<file path="config.mk">
export PLATFORM = sky130hd
export DESIGN_NAME = can_tx_mailbox_scheduler
export DESIGN_NICKNAME = d
export VERILOG_FILES = /design/src/rtl/can_tx_pkg.sv /design/src/rtl/can_tx_prio_select.sv /design/src/rtl/can_tx_mailbox_scheduler.sv
export SDC_FILE = /design/constraint.sdc
export NUM_CORES = 1
export LEC_CHECK = 0
export BUFFER_PORTS_ARGS = -buffer_cell sky130_fd_sc_hd__buf_2
export CAP_MARGIN = 0
export CORE_AREA = 2 2 259 261
export DETAILED_ROUTE_END_ITERATION = 7
export DIE_AREA = 0 0 261 263
export GPL_TIMING_DRIVEN = 0
export SYNTH_ARGS = -nofsm -noshare
export SYNTH_HDL_FRONTEND = slang
export SYNTH_SLANG_ARGS = --single-unit
</file>
<file path="constraint.sdc">
create_clock -name i_sys_clk -period 2.4 [get_ports i_sys_clk]
set_input_delay 0.12 -clock i_sys_clk [delete_from_list [all_inputs] [get_ports i_sys_clk]]
set_output_delay 0.12 -clock i_sys_clk [all_outputs]
set_load 0.01 [all_outputs]
</file>
<file path="src/rtl/can_tx_pkg.sv">
// can_tx_pkg: shared frame geometry, frame type and scheduler state encoding
// for the CAN TX mailbox scheduler.
package can_tx_pkg;

  localparam int CAN_FRAME_W = 128;
  localparam int ID_KEY_MSB  = 127;
  localparam int ID_KEY_LSB  = 96;
  localparam int ID_KEY_W    = ID_KEY_MSB - ID_KEY_LSB + 1;

  typedef logic [CAN_FRAME_W-1:0] can_frame_t;

  typedef enum logic [1:0] {
    IDLE   = 2'd0,
    SELECT = 2'd1,
    REQ    = 2'd2,
    BUSY   = 2'd3
  } tx_state_t;

endpackage

</file>
<file path="src/rtl/can_tx_prio_select.sv">
// can_tx_prio_select: combinational min-key tree. Picks the valid mailbox
// with the lowest unsigned key; on equal keys the lower index wins because
// the left (lower-index) subtree is kept unless the right one is strictly lower.
module can_tx_prio_select
  import can_tx_pkg::*;
#(
  parameter int NUM_MB = 4
) (
  input  logic [NUM_MB-1:0]          valid,
  input  logic [NUM_MB*ID_KEY_W-1:0] keys,
  output logic [$clog2(NUM_MB)-1:0]  win_idx,
  output logic                       any_valid
);

  localparam int IDX_W  = $clog2(NUM_MB);
  localparam int LEAVES = 1 << IDX_W;

  // Leaves padded to a power of two; padding leaves are never valid.
  logic                leaf_vld [LEAVES];
  logic [ID_KEY_W-1:0] leaf_key [LEAVES];

  genvar gi;
  for (gi = 0; gi < LEAVES; gi++) begin : g_leaf
    if (gi < NUM_MB) begin : g_real
      assign leaf_vld[gi] = valid[gi];
      assign leaf_key[gi] = keys[gi*ID_KEY_W +: ID_KEY_W];
    end else begin : g_pad
      assign leaf_vld[gi] = 1'b0;
      assign leaf_key[gi] = '1;
    end
  end

  // Heap-ordered tree: node n has children 2n and 2n+1, root is node 1.
  logic                t_vld [1:2*LEAVES-1];
  logic [ID_KEY_W-1:0] t_key [1:2*LEAVES-1];
  logic [IDX_W-1:0]    t_idx [1:2*LEAVES-1];

  // Reduce the leaves bottom-up to a single winner at the root.
  always_comb begin
    for (int n = 0; n < LEAVES; n++) begin
      t_vld[LEAVES+n] = leaf_vld[n];
      t_key[LEAVES+n] = leaf_key[n];
      t_idx[LEAVES+n] = IDX_W'(n);
    end
    for (int n = LEAVES - 1; n >= 1; n--) begin
      if (t_vld[2*n+1] && (!t_vld[2*n] || (t_key[2*n+1] < t_key[2*n]))) begin
        t_key[n] = t_key[2*n+1];
        t_idx[n] = t_idx[2*n+1];
      end else begin
        t_key[n] = t_key[2*n];
        t_idx[n] = t_idx[2*n];
      end
      t_vld[n] = t_vld[2*n] | t_vld[2*n+1];
    end
  end

  assign win_idx   = t_idx[1];
  assign any_valid = t_vld[1];

endmodule

</file>
<file path="src/rtl/can_tx_mailbox_scheduler.sv">
// can_tx_mailbox_scheduler: arbitrates pending TX mailboxes by lowest ID key,
// hands the winner to the transmitter with req/ack and reports the outcome.
// Optional feature macro: CAN_TX_RETRY_LIMIT_EN (drop a mailbox after
// MAX_RETRY consecutive failed attempts; without it retries are unlimited).
module can_tx_mailbox_scheduler
  import can_tx_pkg::*;
#(
  parameter int NUM_MB    = 4,
  parameter int MAX_RETRY = 7
) (
  input  logic                          i_sys_clk,
  input  logic                          i_reset_n,
  input  logic                          i_cen,
  input  logic [NUM_MB-1:0]             i_mb_valid,
  input  logic [NUM_MB*CAN_FRAME_W-1:0] i_mb_data,
  input  logic [NUM_MB-1:0]             i_mb_abort,
  input  logic                          i_tx_ack,
  input  logic                          i_tx_done,
  input  logic                          i_tx_lost,
  input  logic                          i_tx_err,
  output logic                          o_tx_req,
  output logic [CAN_FRAME_W-1:0]        o_tx_data,
  output logic [NUM_MB-1:0]             o_mb_clr,
  output logic [NUM_MB-1:0]             o_mb_fail,
  output logic [NUM_MB-1:0]             o_mb_aborted,
  output logic                          o_busy
);

  localparam int IDX_W = $clog2(NUM_MB);

  can_frame_t                 mb_frame [NUM_MB];
  logic [NUM_MB*ID_KEY_W-1:0] mb_keys;
  logic [IDX_W-1:0]           win_idx;
  logic                       any_valid;

  genvar gi;
  for (gi = 0; gi < NUM_MB; gi++) begin : g_mb
    assign mb_frame[gi]                      = i_mb_data[gi*CAN_FRAME_W +: CAN_FRAME_W];
    assign mb_keys[gi*ID_KEY_W +: ID_KEY_W]  = mb_frame[gi][ID_KEY_MSB:ID_KEY_LSB];
  end

  can_tx_prio_select #(
    .NUM_MB (NUM_MB)
  ) u_prio (
    .valid     (i_mb_valid),
    .keys      (mb_keys),
    .win_idx   (win_idx),
    .any_valid (any_valid)
  );

  tx_state_t         state_reg, state_next;
  logic [IDX_W-1:0]  sel_reg, sel_next;
  can_frame_t        tx_data_reg, tx_data_next;
  logic [NUM_MB-1:0] clr_reg, clr_next;
  logic [NUM_MB-1:0] aborted_reg, aborted_next;
  logic [NUM_MB-1:0] sel_mask;
  logic              abort_sel;

  assign sel_mask  = NUM_MB'(1) << sel_reg;
  assign abort_sel = |(i_mb_abort & sel_mask);

`ifdef CAN_TX_RETRY_LIMIT_EN
  localparam int RETRY_W = $clog2(MAX_RETRY + 1);
  logic [RETRY_W-1:0] retry_reg, retry_next, retry_inc;
  logic [NUM_MB-1:0]  fail_reg, fail_next;

  assign retry_inc = retry_reg + RETRY_W'(1);
`endif

  // Next-state, captured frame and one-cycle result pulses.
  always_comb begin
    state_next   = state_reg;
    sel_next     = sel_reg;
    tx_data_next = tx_data_reg;
    clr_next     = '0;
    aborted_next = '0;
`ifdef CAN_TX_RETRY_LIMIT_EN
    retry_next   = retry_reg;
    fail_next    = '0;
`endif
    case (state_reg)
      IDLE: begin
        if (i_cen && (|i_mb_valid)) state_next = SELECT;
      end
      SELECT: begin
        if (any_valid) begin
          sel_next     = win_idx;
          tx_data_next = mb_frame[win_idx];
          state_next   = REQ;
`ifdef CAN_TX_RETRY_LIMIT_EN
          // The count follows the mailbox that last failed.
          if (win_idx != sel_reg) retry_next = '0;
`endif
        end else begin
          state_next = IDLE;
        end
      end
      REQ: begin
        if (abort_sel) begin
          aborted_next = sel_mask;
          state_next   = IDLE;
        end else if (!i_cen) begin
          state_next = IDLE;
        end else if (i_tx_ack) begin
          state_next = BUSY;
        end
      end
      BUSY: begin
        if (i_tx_done) begin
          clr_next   = sel_mask;
          state_next = IDLE;
`ifdef CAN_TX_RETRY_LIMIT_EN
          retry_next = '0;
`endif
        end else if (i_tx_lost || i_tx_err) begin
          // Returning to IDLE re-arbitrates all mailboxes.
          state_next = IDLE;
          if (abort_sel) begin
            aborted_next = sel_mask;
`ifdef CAN_TX_RETRY_LIMIT_EN
            retry_next   = '0;
`endif
          end else begin
`ifdef CAN_TX_RETRY_LIMIT_EN
            if (retry_inc == RETRY_W'(MAX_RETRY)) begin
              fail_next  = sel_mask;
              retry_next = '0;
            end else begin
              retry_next = retry_inc;
            end
`endif
          end
        end
      end
      default: state_next = IDLE;
    endcase
  end

  // Register FSM state, selection, frame and pulses.
  always_ff @(posedge i_sys_clk or negedge i_reset_n) begin
    if (!i_reset_n) begin
      state_reg   <= IDLE;
      sel_reg     <= '0;
      tx_data_reg <= '0;
      clr_reg     <= '0;
      aborted_reg <= '0;
    end else begin
      state_reg   <= state_next;
      sel_reg     <= sel_next;
      tx_data_reg <= tx_data_next;
      clr_reg     <= clr_next;
      aborted_reg <= aborted_next;
    end
  end

`ifdef CAN_TX_RETRY_LIMIT_EN
  // Register retry count and the retry-limit pulse.
  always_ff @(posedge i_sys_clk or negedge i_reset_n) begin
    if (!i_reset_n) begin
      retry_reg <= '0;
      fail_reg  <= '0;
    end else begin
      retry_reg <= retry_next;
      fail_reg  <= fail_next;
    end
  end

  assign o_mb_fail = fail_reg;
`else
  assign o_mb_fail = '0;
`endif

  assign o_tx_req     = (state_reg == REQ);
  assign o_busy       = (state_reg != IDLE);
  assign o_tx_data    = tx_data_reg;
  assign o_mb_clr     = clr_reg;
  assign o_mb_aborted = aborted_reg;

endmodule

</file>
==> results.yml <==
outcome:
  status: "complete, but fails checks"
  violations: "hold timing, setup timing"
cts:
  cts_root_buf: "clkbuf_16"
  cts_made_buffers: 17
  clkTransAtPathRegs_ns: 0.07
  hold_buffers: 12
  clkLatencyLatePin_ns: 0.48
  clock_sinks: 140
  cts_tree: "built"
  ctsHtreeMaxLevel: 4
  max-clock-path-buffers: 2
timing:
  hold_viol: 3
  fin_crit_ns: 4.622
  timing.slew.headroom_pct: 34.28
  rsz0062_at_grt: "true"
  setup_viol: 130
  fin_ws_ns: -2.222
  fin_hold_ws_ns: -0.01579
  fmax_mhz: 216.3
  tightest_slew_ns: 0.9858
  final.setup_skew_ns: 0.01781
  fin_crit_sh_pct: 192.6
  slew_violations: 0
floorplanning:
  rows: 94
  initial_core_util_pct: 17.44
  dieWidth_um: 261
  ios: 669
  core_um2: 65630
  dieArea_um2: 68640
  die_height_um: 263
routing:
  dr_total_vias: 13390
  wl_met2_um: 33100
  drt-initial-drc-count: 739
  wl_met3_um: 4772
  top_layer: "met4"
  wl_met1_um: 28040
  wirelength_um: 68760
  first_pass_iters: 6
  detail_route.wl_per_cell_um: 24.02
  routed_via_density: 4.677
  drc_errors: 0
  ant_nets: 0
power:
  internal_power_mw: 9.666
  sw_frac_of_total_pct: 41.80
  leakage_nw: 9.121
  vdd_drop_max_mv: 0.5354
  pwr-share-clk_pct: 17.3
  finalPower_mw: 16.61
  powerDensity_nw_per_um2: 839.8
  p_comb_share_pct: 57.3
  p_seq_share_pct: 25.4
  p_switching_mw: 6.941
finish:
  final_area_um2: 19770
  nets: 2592
  drive_gt1_share_pct: 59.38
  largest_register_ff_count: 128
  multi_input_area_um2: 8692
  seq_area_um2: 3503
  layout_commonest_cell: "buf_2"
  syn2layout_area_growth_pct: 72.80
  nFillCells: 6867
  layout_common_cells: "buf_2, dfrtp_1, o211ai_1, mux2i_1, mux2_2"
synth:
  yosys_most_used_dff: "dfrtp_1"
  synthMuxAreaShare_pct: 18.13
  syn_area_per_cell_um2: 9.544
  synth_edf_count: 0
  ys_types: 56
  synthSimpleGateAreaFrac_pct: 7.730
  yosys_warnings: 0
  synth-seq-cells: 140
  synth-compound-area-share_pct: 25.98
  syn-cell-area_um2: 11440
  synth_top_family_by_area: "compound AO/OA/AOI/OAI gates"
  synth_adder_area_share_pct: 10.17
  synth-xor-area-share_pct: 0
  syn_inst: 1199
  ys_async_sr_fraction_pct: 100.0
  seq_area_frac_synth_pct: 30.61
global_routing:
  antenna_found_initial: 17
  grt_start_max_net_pins: 79
  gr-usage-all-layers_pct: 18.73
  grt_first_pass_wirelength_um: 92110
  gr-total-overflow: 0
  grt_pass1_vias: 13400
placement:
  gp_congestion: 0.9716
  placed_area_um2: 16500
  portBuffers: 664
  dp_hpwl_um: 54650
worst_setup_path:
  end_kind: "register"
  startpoint_type: "primary input"
  worst-r2r-cell-count: 7
  worst-path-max-fanout: 8
  required_ns: 2.83
  critical_path_class: "in -> reg"
  arrival_ns: 5.05
flow_run:
  cap_violations: 0
min_path:
  hold-path-cell-count: 3
  hp-class: "in -> reg"
## area by class of cell
class                   count  area share, %
well taps                 864          5.467
repair buffers            753          22.67
plain buffers             101          4.992
clock inverters            10         0.7150
flip-flops and latches    140          17.72
diodes                     14         0.1772
inverters                  99          2.031
multi-input cells         860          43.96
clock buffers              21          2.278
## power by group through the flow
stage	Sequential [mW]	Clock (mW)	Combinational (mW)
final	4.21	2.88	9.52
after global routing	4.35	3.03	10.1
after CTS	4.10	2.95	8.53
after detailed placement	4.12	0	7.87
after global placement	4.12	0	7.79
after floorplan	4.52	0	3.80
## critical path: stages
cell and delay (ns):
buf_6 0.10, inv_4 0.05, ha_4 0.19, a21o_1 0.18, a221oi_2 0.28, o21ai_2 0.13
a311o_1 0.34, a31oi_4 0.28, buf_12 0.19, buf_12 0.15, buf_12 0.15, buf_12 0.12
a21oi_4 0.05, inv_1 0.10, ha_4 0.21, nand4_1 0.14, nor3_1 0.08, nor4_1 0.31
a32oi_2 0.21, buf_4 0.17, a32oi_4 0.23, a31oi_2 0.07, buf_6 0.16, buf_12 0.15
clkbuf_16 0.16, o211ai_1 0.40, o221a_2 0.27
## through the flow
stage / setup slack, ns / TNS (ns) / instances / util [%] / hold WS [ns]
floorplan: -1.782 / -227.35 / 1202 / - / -0.1756
global placement: -4.684 / -747.35 / 2730 / 25.05 / 0.3859
detailed placement: -4.622 / -568.89 / 2732 / 25.14 / 0.1388
CTS: -2.208 / -280.75 / 2824 / 27.98 / -0.03991
global route: -2.382 / -301.83 / 2856 / 30.11 / -0.02994
finish: -2.222 / -279.90 / 2862 / 30.13 / -0.01579
## kinds of logic after synthesis
family          count (synthesis)
simple gates                  194
mux                           194
compound gates                375
fa+ha+maj                      93
other cells                     1
flops                         140
buf+inv                       202
## cells in the mapped netlist, types with 2 or more instances
library cell,n,area [um^2]
a32oi_1,2,17.52
nor2_1,79,296.5
inv_1,99,371.6
or3_1,2,12.51
a211o_1,3,26.28
o221a_1,28,315.3
buf_1,8,30.03
a211oi_1,8,60.06
clkbuf_1,54,202.7
mux2i_1,97,970.9
buf_4,10,75.07
and2_1,4,25.02
o21ai_1,2,10.01
o211ai_1,101,758.2
nor4_1,3,18.77
a31oi_1,3,18.77
o21a_1,2,15.01
nand2b_1,5,31.28
nand2_1,52,195.2
dfrtp_1,140,3503
mux2_2,96,1081
ha_1,93,1164
nand3_1,11,55.05
nor2b_1,3,18.77
nor3b_1,2,15.01
o221a_2,68,765.7
a221oi_1,2,17.52
nor3_1,7,35.03
and3_1,2,12.51
and4b_1,2,20.02
o21ai_0,17,85.08
a21o_1,7,52.55
or2_2,2,12.51
nand4_1,15,93.84
a21oi_1,90,450.4
o221ai_1,31,271.5
buf_2,30,150.1
## metal layers
| metal | GRT usage (%) | vias to the layer above |
|---|---|---|
| li1 | - | 6148 |
| met5 | 0 | - |
| met1 | 23.39 | 6536 |
| met3 | 3.736 | 106 |
| met4 | 6.849 | 0 |
| met2 | 31.67 | 596 |
## final timing paths
kind | startpoint | endpoint | slack, ns
hold / removal | i_mb_data[486] | o_tx_data[102]$_DFFE_PN0P_ | -0.02
setup / recovery | i_mb_data[357] | o_tx_data[45]$_DFFE_PN0P_ | -2.22
setup reg to reg | state_reg[1]$_DFFE_PN0P_ | o_tx_data[45]$_DFFE_PN0P_ | -0.93
min in group asynchronous | i_reset_n | o_tx_data[1]$_DFFE_PN0P_ | 0.18
hold reg to reg | o_tx_data[121]$_DFFE_PN0P_ | o_tx_data[121]$_DFFE_PN0P_ | 0.48
max in group asynchronous | i_reset_n | o_tx_data[62]$_DFFE_PN0P_ | 1.37
## what timing repair did
| action | 4_1_cts | 5_1_grt |
|---|---|---|
| gates resized for setup | 154 | 203 |
| setup endpoints to repair | 130 | 131 |
| setup buffers | 47 | 16 |
| endpoints found under the hold margin | 94 | 8 |
| cloned | 3 | 9 |
| pin swaps | 59 | 87 |
No activity file was read; power rests on OpenSTA's default activity.
